[src/rtl/multicycle_ctrl.sv]
// Multi-cycle RV32I control FSM: fetches over an imem req/ack handshake, decodes IR and
// sequences regfile/ALU/dmem/PC controls. R-type, I-ALU, LW and SW; anything else parks in TRAP.
module multicycle_ctrl #(
   parameter int          ALU_CTRL_W = 4,
   parameter logic [31:0] NOP_INSTR  = 32'h0000_0013
) (
   input  logic                  clk,
   input  logic                  reset,
   output logic                  imem_req,
   input  logic                  imem_ack,
   input  logic [31:0]           imem_rdata,
   output logic                  dmem_req,
   input  logic                  dmem_ack,
   output logic                  memWrite,
   output logic                  memToReg,
   output logic                  regWrite,
   output logic                  ALUSrc,
   output logic [ALU_CTRL_W-1:0] ALUControl,
   output logic [4:0]            rs1,
   output logic [4:0]            rs2,
   output logic [4:0]            rd,
   output logic [31:0]           imm32,
   output logic                  pcEn,
   output logic                  illegal
);

   localparam logic [ALU_CTRL_W-1:0] OP_ADD  = ALU_CTRL_W'(0);
   localparam logic [ALU_CTRL_W-1:0] OP_SUB  = ALU_CTRL_W'(1);
   localparam logic [ALU_CTRL_W-1:0] OP_AND  = ALU_CTRL_W'(2);
   localparam logic [ALU_CTRL_W-1:0] OP_OR   = ALU_CTRL_W'(3);
   localparam logic [ALU_CTRL_W-1:0] OP_XOR  = ALU_CTRL_W'(4);
   localparam logic [ALU_CTRL_W-1:0] OP_SLL  = ALU_CTRL_W'(5);
   localparam logic [ALU_CTRL_W-1:0] OP_SRL  = ALU_CTRL_W'(6);
   localparam logic [ALU_CTRL_W-1:0] OP_SRA  = ALU_CTRL_W'(7);
   localparam logic [ALU_CTRL_W-1:0] OP_SLT  = ALU_CTRL_W'(8);
   localparam logic [ALU_CTRL_W-1:0] OP_SLTU = ALU_CTRL_W'(9);

   localparam logic [6:0] OPC_R  = 7'b0110011;
   localparam logic [6:0] OPC_I  = 7'b0010011;
   localparam logic [6:0] OPC_LD = 7'b0000011;
   localparam logic [6:0] OPC_ST = 7'b0100011;
   localparam logic [6:0] F7_ALT = 7'b0100000;

   typedef enum logic [2:0] {S_FETCH, S_DECODE, S_EXEC, S_MEM, S_WB, S_TRAP} state_t;

   state_t                  state, nxt;
   logic [31:0]             ir;
   logic [6:0]              opc, f7;
   logic [2:0]              f3;
   logic                    legal, is_imm, is_ld, is_st;
   logic [ALU_CTRL_W-1:0]   op;
   logic [31:0]             imm_i, imm_s;

   always_ff @(posedge clk or negedge reset) begin
      if (!reset) begin
         state <= S_FETCH;
         ir    <= NOP_INSTR;
      end else begin
         state <= nxt;
         if (state == S_FETCH && imem_ack) ir <= imem_rdata;
      end
   end

   assign rs1   = ir[19:15];
   assign rs2   = ir[24:20];
   assign rd    = ir[11:7];
   assign imm_i = {{20{ir[31]}}, ir[31:20]};
   assign imm_s = {{20{ir[31]}}, ir[31:25], ir[11:7]};

   always_comb begin
      opc    = ir[6:0];
      f3     = ir[14:12];
      f7     = ir[31:25];
      legal  = 1'b0;
      is_imm = 1'b0;
      is_ld  = 1'b0;
      is_st  = 1'b0;
      case (f3)
         3'b000:  op = OP_ADD;
         3'b001:  op = OP_SLL;
         3'b010:  op = OP_SLT;
         3'b011:  op = OP_SLTU;
         3'b100:  op = OP_XOR;
         3'b101:  op = OP_SRL;
         3'b110:  op = OP_OR;
         default: op = OP_AND;
      endcase
      case (opc)
         OPC_R: begin
            if (f7 == 7'b0000000) legal = 1'b1;
            else if (f7 == F7_ALT && f3 == 3'b000) begin
               legal = 1'b1;
               op    = OP_SUB;
            end else if (f7 == F7_ALT && f3 == 3'b101) begin
               legal = 1'b1;
               op    = OP_SRA;
            end
         end
         OPC_I: begin
            // ADDI keeps OP_ADD: IR[30] is immediate data here, not an opcode modifier
            is_imm = 1'b1;
            if (f3 == 3'b001) legal = (f7 == 7'b0000000);
            else if (f3 == 3'b101) begin
               legal = (f7 == 7'b0000000) || (f7 == F7_ALT);
               if (f7 == F7_ALT) op = OP_SRA;
            end else legal = 1'b1;
         end
         OPC_LD: begin
            is_ld = 1'b1;
            legal = (f3 == 3'b010);
            op    = OP_ADD;
         end
         OPC_ST: begin
            is_st = 1'b1;
            legal = (f3 == 3'b010);
            op    = OP_ADD;
         end
         default: ;
      endcase
   end

   always_comb begin
      nxt        = state;
      imem_req   = 1'b0;
      dmem_req   = 1'b0;
      memWrite   = 1'b0;
      memToReg   = 1'b0;
      regWrite   = 1'b0;
      pcEn       = 1'b0;
      illegal    = 1'b0;
      ALUSrc     = legal && (is_imm || is_ld || is_st);
      ALUControl = legal ? op : OP_ADD;
      imm32      = !legal ? 32'h0 : (is_st ? imm_s : ((is_imm || is_ld) ? imm_i : 32'h0));
      case (state)
         S_FETCH: begin
            imem_req = 1'b1;
            if (imem_ack) nxt = S_DECODE;
         end
         S_DECODE: nxt = legal ? S_EXEC : S_TRAP;
         S_EXEC:   nxt = (is_ld || is_st) ? S_MEM : S_WB;
         S_MEM: begin
            dmem_req   = 1'b1;
            memWrite   = is_st;
            ALUControl = OP_ADD;
            if (dmem_ack) begin
               pcEn = is_st;
               nxt  = is_st ? S_FETCH : S_WB;
            end
         end
         S_WB: begin
            regWrite = 1'b1;
            pcEn     = 1'b1;
            memToReg = is_ld;
            nxt      = S_FETCH;
         end
         S_TRAP:  illegal = 1'b1;
         default: nxt = S_FETCH;
      endcase
      // Outputs are forced quiet while reset is held so a pending request drops at once
      if (!reset) begin
         imem_req   = 1'b0;
         dmem_req   = 1'b0;
         memWrite   = 1'b0;
         memToReg   = 1'b0;
         regWrite   = 1'b0;
         pcEn       = 1'b0;
         illegal    = 1'b0;
         ALUSrc     = 1'b0;
         ALUControl = OP_ADD;
         imm32      = 32'h0;
      end
   end

endmodule

[config.mk]
export PLATFORM = sky130hd
export DESIGN_NAME = multicycle_ctrl
export DESIGN_NICKNAME = d
export VERILOG_FILES = /design/src/rtl/multicycle_ctrl.sv
export SDC_FILE = /design/constraint.sdc
export NUM_CORES = 1
export LEC_CHECK = 0
export CAP_MARGIN = 20
export CORE_UTILIZATION = 40
export DETAILED_ROUTE_END_ITERATION = 7
export PLACE_DENSITY = 0.75
export SLEW_MARGIN = 30
export SYNTH_ARGS = -nofsm -noshare
export SYNTH_HDL_FRONTEND = slang
export SYNTH_SLANG_ARGS = --single-unit
[constraint.sdc]
create_clock -name clk -period 3.7 [get_ports clk]
set_input_delay 0.925 -clock clk [delete_from_list [all_inputs] [get_ports clk]]
set_output_delay 0.925 -clock clk [all_outputs]
set_load 0.005 [all_outputs]
==> results.txt <==
The run finished with clean final reports. The placed wire-length estimate is 3460 um. The portion of the clock cycle consumed by the worst path in the final layout came out at 96.6%. The deepest level of the CTS H-tree came out at 2.

Summed over all instances, the cell type with the most area after synthesis is sky130_fd_sc_hd__dfrtp_1. The first-pass GRT wire length came out at 7320 um. The minimum clock period after layout is about 3600 ps. The synthesis-to-finish area growth came out at 46.1%.

Row generation in the floorplan step produced 25 rows. The remaining max-slew budget at the tightest pin came out at 71.7%. The overall die width is around 73 um. The summed instance area of the synthesized netlist is between 0.002 and 0.0025 mm^2. After synthesis, the mean cell area works out to 10.7 um^2. Yosys attributes the largest share of cell area to sky130_fd_sc_hd__dfrtp_1 (40%), sky130_fd_sc_hd__buf_4 (13%), sky130_fd_sc_hd__mux2_2 (12%), sky130_fd_sc_hd__mux2_1 (4.5%), sky130_fd_sc_hd__dfstp_2 (3.9%). The maximum count of clock buffers along a single path came out at 2. The transition time at the pin with the least slew margin came out at 421 ps. The number of sinks handled by clock tree synthesis is 35. The library cell with the highest instance count after synthesis is sky130_fd_sc_hd__buf_4. The tool flagged a number of max-cap violations equal to 0. Setup violations remaining at the end of the flow were counted as 0.

Detailed routing inserted a total of 1600 vias. The worst IR drop on VDD is 0.317 mV. The portion of synthesized cell area occupied by the leading cell type came out at 39.6%. The number of nets in the synthesized netlist came out at 225. The kind of launch point of the worst setup path is a register.

In this run, placement finished with an instance count of 315. In this run the critical register-to-register path is captured at state[1]. The minimum setup slack among reg-to-reg paths is roughly 1900 ps.

The end point of the most critical hold path is ir[16]. The number of flip-flops and latches in the synthesized netlist is 35. The count of cells along the worst hold path came out at 1.

The DRC violation total after the first TritonRoute iteration came out at 71. Sequential elements use 43.5% of the synthesized area. The maximum number of pins on one net before global-route repair is 35.

The dominant cell type by count on the critical path is sky130_fd_sc_hd__and3_4. The last weighted congestion value of the routability-driven placer came out at 0.857. For this run, the leading register cell type out of synthesis is sky130_fd_sc_hd__dfrtp_1. The biggest fanout along the worst timing path is 11. The floorplan step defined a die boundary enclosing about 0.0053 mm^2. The static leakage is 1.21 nW.

The clock tree skew after final layout came out at approximately 4.2 ps. Setup repair after global routing left no endpoint under its margin. On the worst path, the slowest cell contributes a delay of 540 ps. The fraction of synthesis flops using an asynchronous set or reset pin is 100%. The number of antenna violations at the first check in global routing came out at 0. On the critical path, the stage with the largest delay is an instance of sky130_fd_sc_hd__or4b_1. The total inserted antenna cells is 0. The worst register-to-register path begins at ir[12]. In this run the tool buffered the top-level ports with between 90 and 100 buffer cells. The critical path start-end classification is register to output pin. After detailed routing, the average wire length per cell comes to 14.4 um.

The initial utilization of the core area, before any placement, comes to 42.2%. The area used by sequential logic in the layout is 882 um^2. The cell count after synthesis came out at 189.

In this run the most critical hold path is launched from ir[16]. The finished layout holds 328 standard cells, fillers aside. Clock latency on the worst-skew pair, taken at its later pin, is 290 ps. The count of hold-fix buffers inserted at cts is 0. The maximum operating frequency came out at 0.280 GHz. In the routed layout, each cell is associated on average with a via count of 4.88.

Data arrives at the worst endpoint at 2650 ps. The via count of the first global-routing pass is 1478. The first TritonRoute pass finished after 4 iterations.

The chip height came out at 73.1 um. The min-delay analysis places its worst path in the category register to register. In this run, synthesis inferred 0 flip-flops with an integrated enable. Yosys printed 0 warnings. The distinct cell type count of the synthesized netlist came out at 39. The total negative slack for setup checks came out at 0 ps. The data required time at the worst endpoint came out at 2770 ps. Power spread over the standard cell area amounts to about 640 mW/mm^2. The number of cells on the worst reg-to-reg path is 6.

The clock-pin slew on the worst setup and hold paths is 70 ps. The total of fill cells in the finished design came out at 398. The floorplan core area is ~0.0048 mm^2.

The cell sitting at the root of the clock tree is a sky130_fd_sc_hd__clkbuf_8. The post-route netlist has 21.5% of its cells at a drive strength greater than 1. The critical path goes through or4b_1, o2111ai_1, a41o_2, and3_4, and3_4, buf_6, clkdlybuf4s50_1.

The remaining number of nets flagged by the antenna check after routing is 0. In the routed design, unresolved DRC markers number 0. The I/O pin count is 95. The total track usage came out at a little under a fifth.

The residual overflow from global routing came out at 0. The final wirelength is 4740 um. The worst setup path is captured at an output pin.

The total area of multi-input combinational cells came out at around 830 um^2. Counting instances in the post-synthesis netlist gives the leading cell types as sky130_fd_sc_hd__buf_4 (35), sky130_fd_sc_hd__dfrtp_1 (32), sky130_fd_sc_hd__mux2_2 (22). The CTS tree is done. In the final design database the tool counted 296 nets. The number of hold-slack violations in the final timing report is 0. The total CTS buffers came out at 5. The count of final max-slew check failures is 0.
-- layer usage --
| metal | vias to the layer above | part of all wire, % | GRT usage, % |
|---|---|---|---|
| met1 | 771 | 43 | 23.8 |
| met4 | 0 | 2.3 | 8.28 |
| met3 | 9 | 4.5 | 3.45 |
| met5 | - | 0 | 0 |
| met2 | 51 | 50 | 29.3 |
| li1 | 769 | - | - |
-- registers in the layout, summed over array words and instances, names as in the netlist --
name   flops
ir        32
state      3
-- stage by stage --
step                worst slack (ps)  hold slack [ps]  power, mW  area, um^2  util [%]
floorplan                        562              459       1.30        2020         -
finish                           125              487       1.89        2950      61.7
global placement                 370              467       1.53        2800      58.4
CTS                             59.3              492       1.88        2910      60.8
detailed placement               268              474       1.56        2800      58.4
global route                    10.4              503       2.03        2950      61.7
-- layout make-up --
type                            count  share of cell area, %
Sequential cell                    35                   29.9
Clock inverter                      1                  0.254
Tap cell                           67                   2.84
Timing Repair Buffer              107                   35.3
Multi-Input combinational cell    108                   28.1
Clock buffer                        7                   3.26
Inverter                            3                  0.381
-- how the worst max path moves through the flow --
stage	from	end	slack, ps	depth (start not counted)
floorplan	ir[13]	imm32[12]	560	7
global placement	ir[12]	imm32[23]	370	7
detailed placement	ir[12]	imm32[29]	270	7
CTS	ir[12]	imm32[29]	60	7
global route	ir[12]	ALUSrc	10	7
finish	ir[12]	imm32[29]	120	7
-- report_power, final --
group	switching (mW)	total, mW	internal, mW	leakage [nW]
Sequential	0.170	0.763	0.594	0.412
Clock	0.139	0.308	0.169	0.0505
Combinational	0.312	0.823	0.510	0.752
Total	0.621	1.89	1.27	1.21
-- cell families after synthesis --
kind of cell           Yosys count  synth area share [%]
AOI/OAI and AO/OA               24                  8.30
DFF                             35                  43.5
buffers and inverters           46                  15.6
and+or+nand+nor                 54                  15.9
muxes                           30                  16.7
-- layout by cell type (no fill, tap or decap), types with 2 or more instances in the layout --
cell                              instances
sky130_fd_sc_hd__and3_1                   9
sky130_fd_sc_hd__nor3_1                   2
sky130_fd_sc_hd__a21o_1                   2
sky130_fd_sc_hd__inv_1                    3
sky130_fd_sc_hd__nor2b_1                  3
sky130_fd_sc_hd__o21ai_0                  5
sky130_fd_sc_hd__and3_4                   2
sky130_fd_sc_hd__mux2_2                  22
sky130_fd_sc_hd__nor2_1                  14
sky130_fd_sc_hd__and2_1                   2
sky130_fd_sc_hd__nor4_1                   2
sky130_fd_sc_hd__nand2_1                  6
sky130_fd_sc_hd__a22oi_1                  5
sky130_fd_sc_hd__clkbuf_8                 7
sky130_fd_sc_hd__dfrtp_2                  2
sky130_fd_sc_hd__clkdlybuf4s50_1         93
sky130_fd_sc_hd__a21oi_1                  4
sky130_fd_sc_hd__buf_6                    2
sky130_fd_sc_hd__nand2b_1                 4
sky130_fd_sc_hd__buf_4                   11
sky130_fd_sc_hd__dfstp_2                  3
sky130_fd_sc_hd__nand3b_1                 2
sky130_fd_sc_hd__mux2_1                   8
sky130_fd_sc_hd__dfrtp_1                 30
-- timing repair --
action                                  in CTS  in global routing
buffers inserted                             1                  3
gates resized for setup                      1                  6
endpoints found under the setup margin      21                 23
gates cloned                                 0                  1
pin swaps                                    1                  0
endpoints found under the hold margin        0                  0
-- worst max-delay path, delay by kind of cell (launching register included) --
kind                   cells  cell delay, ps
AOI/OAI and AO/OA          2             320
DFF                        1             430
and+or+nand+nor            3             960
buffers and inverters      2             650
No activity file was read; power rests on OpenSTA's default activity.
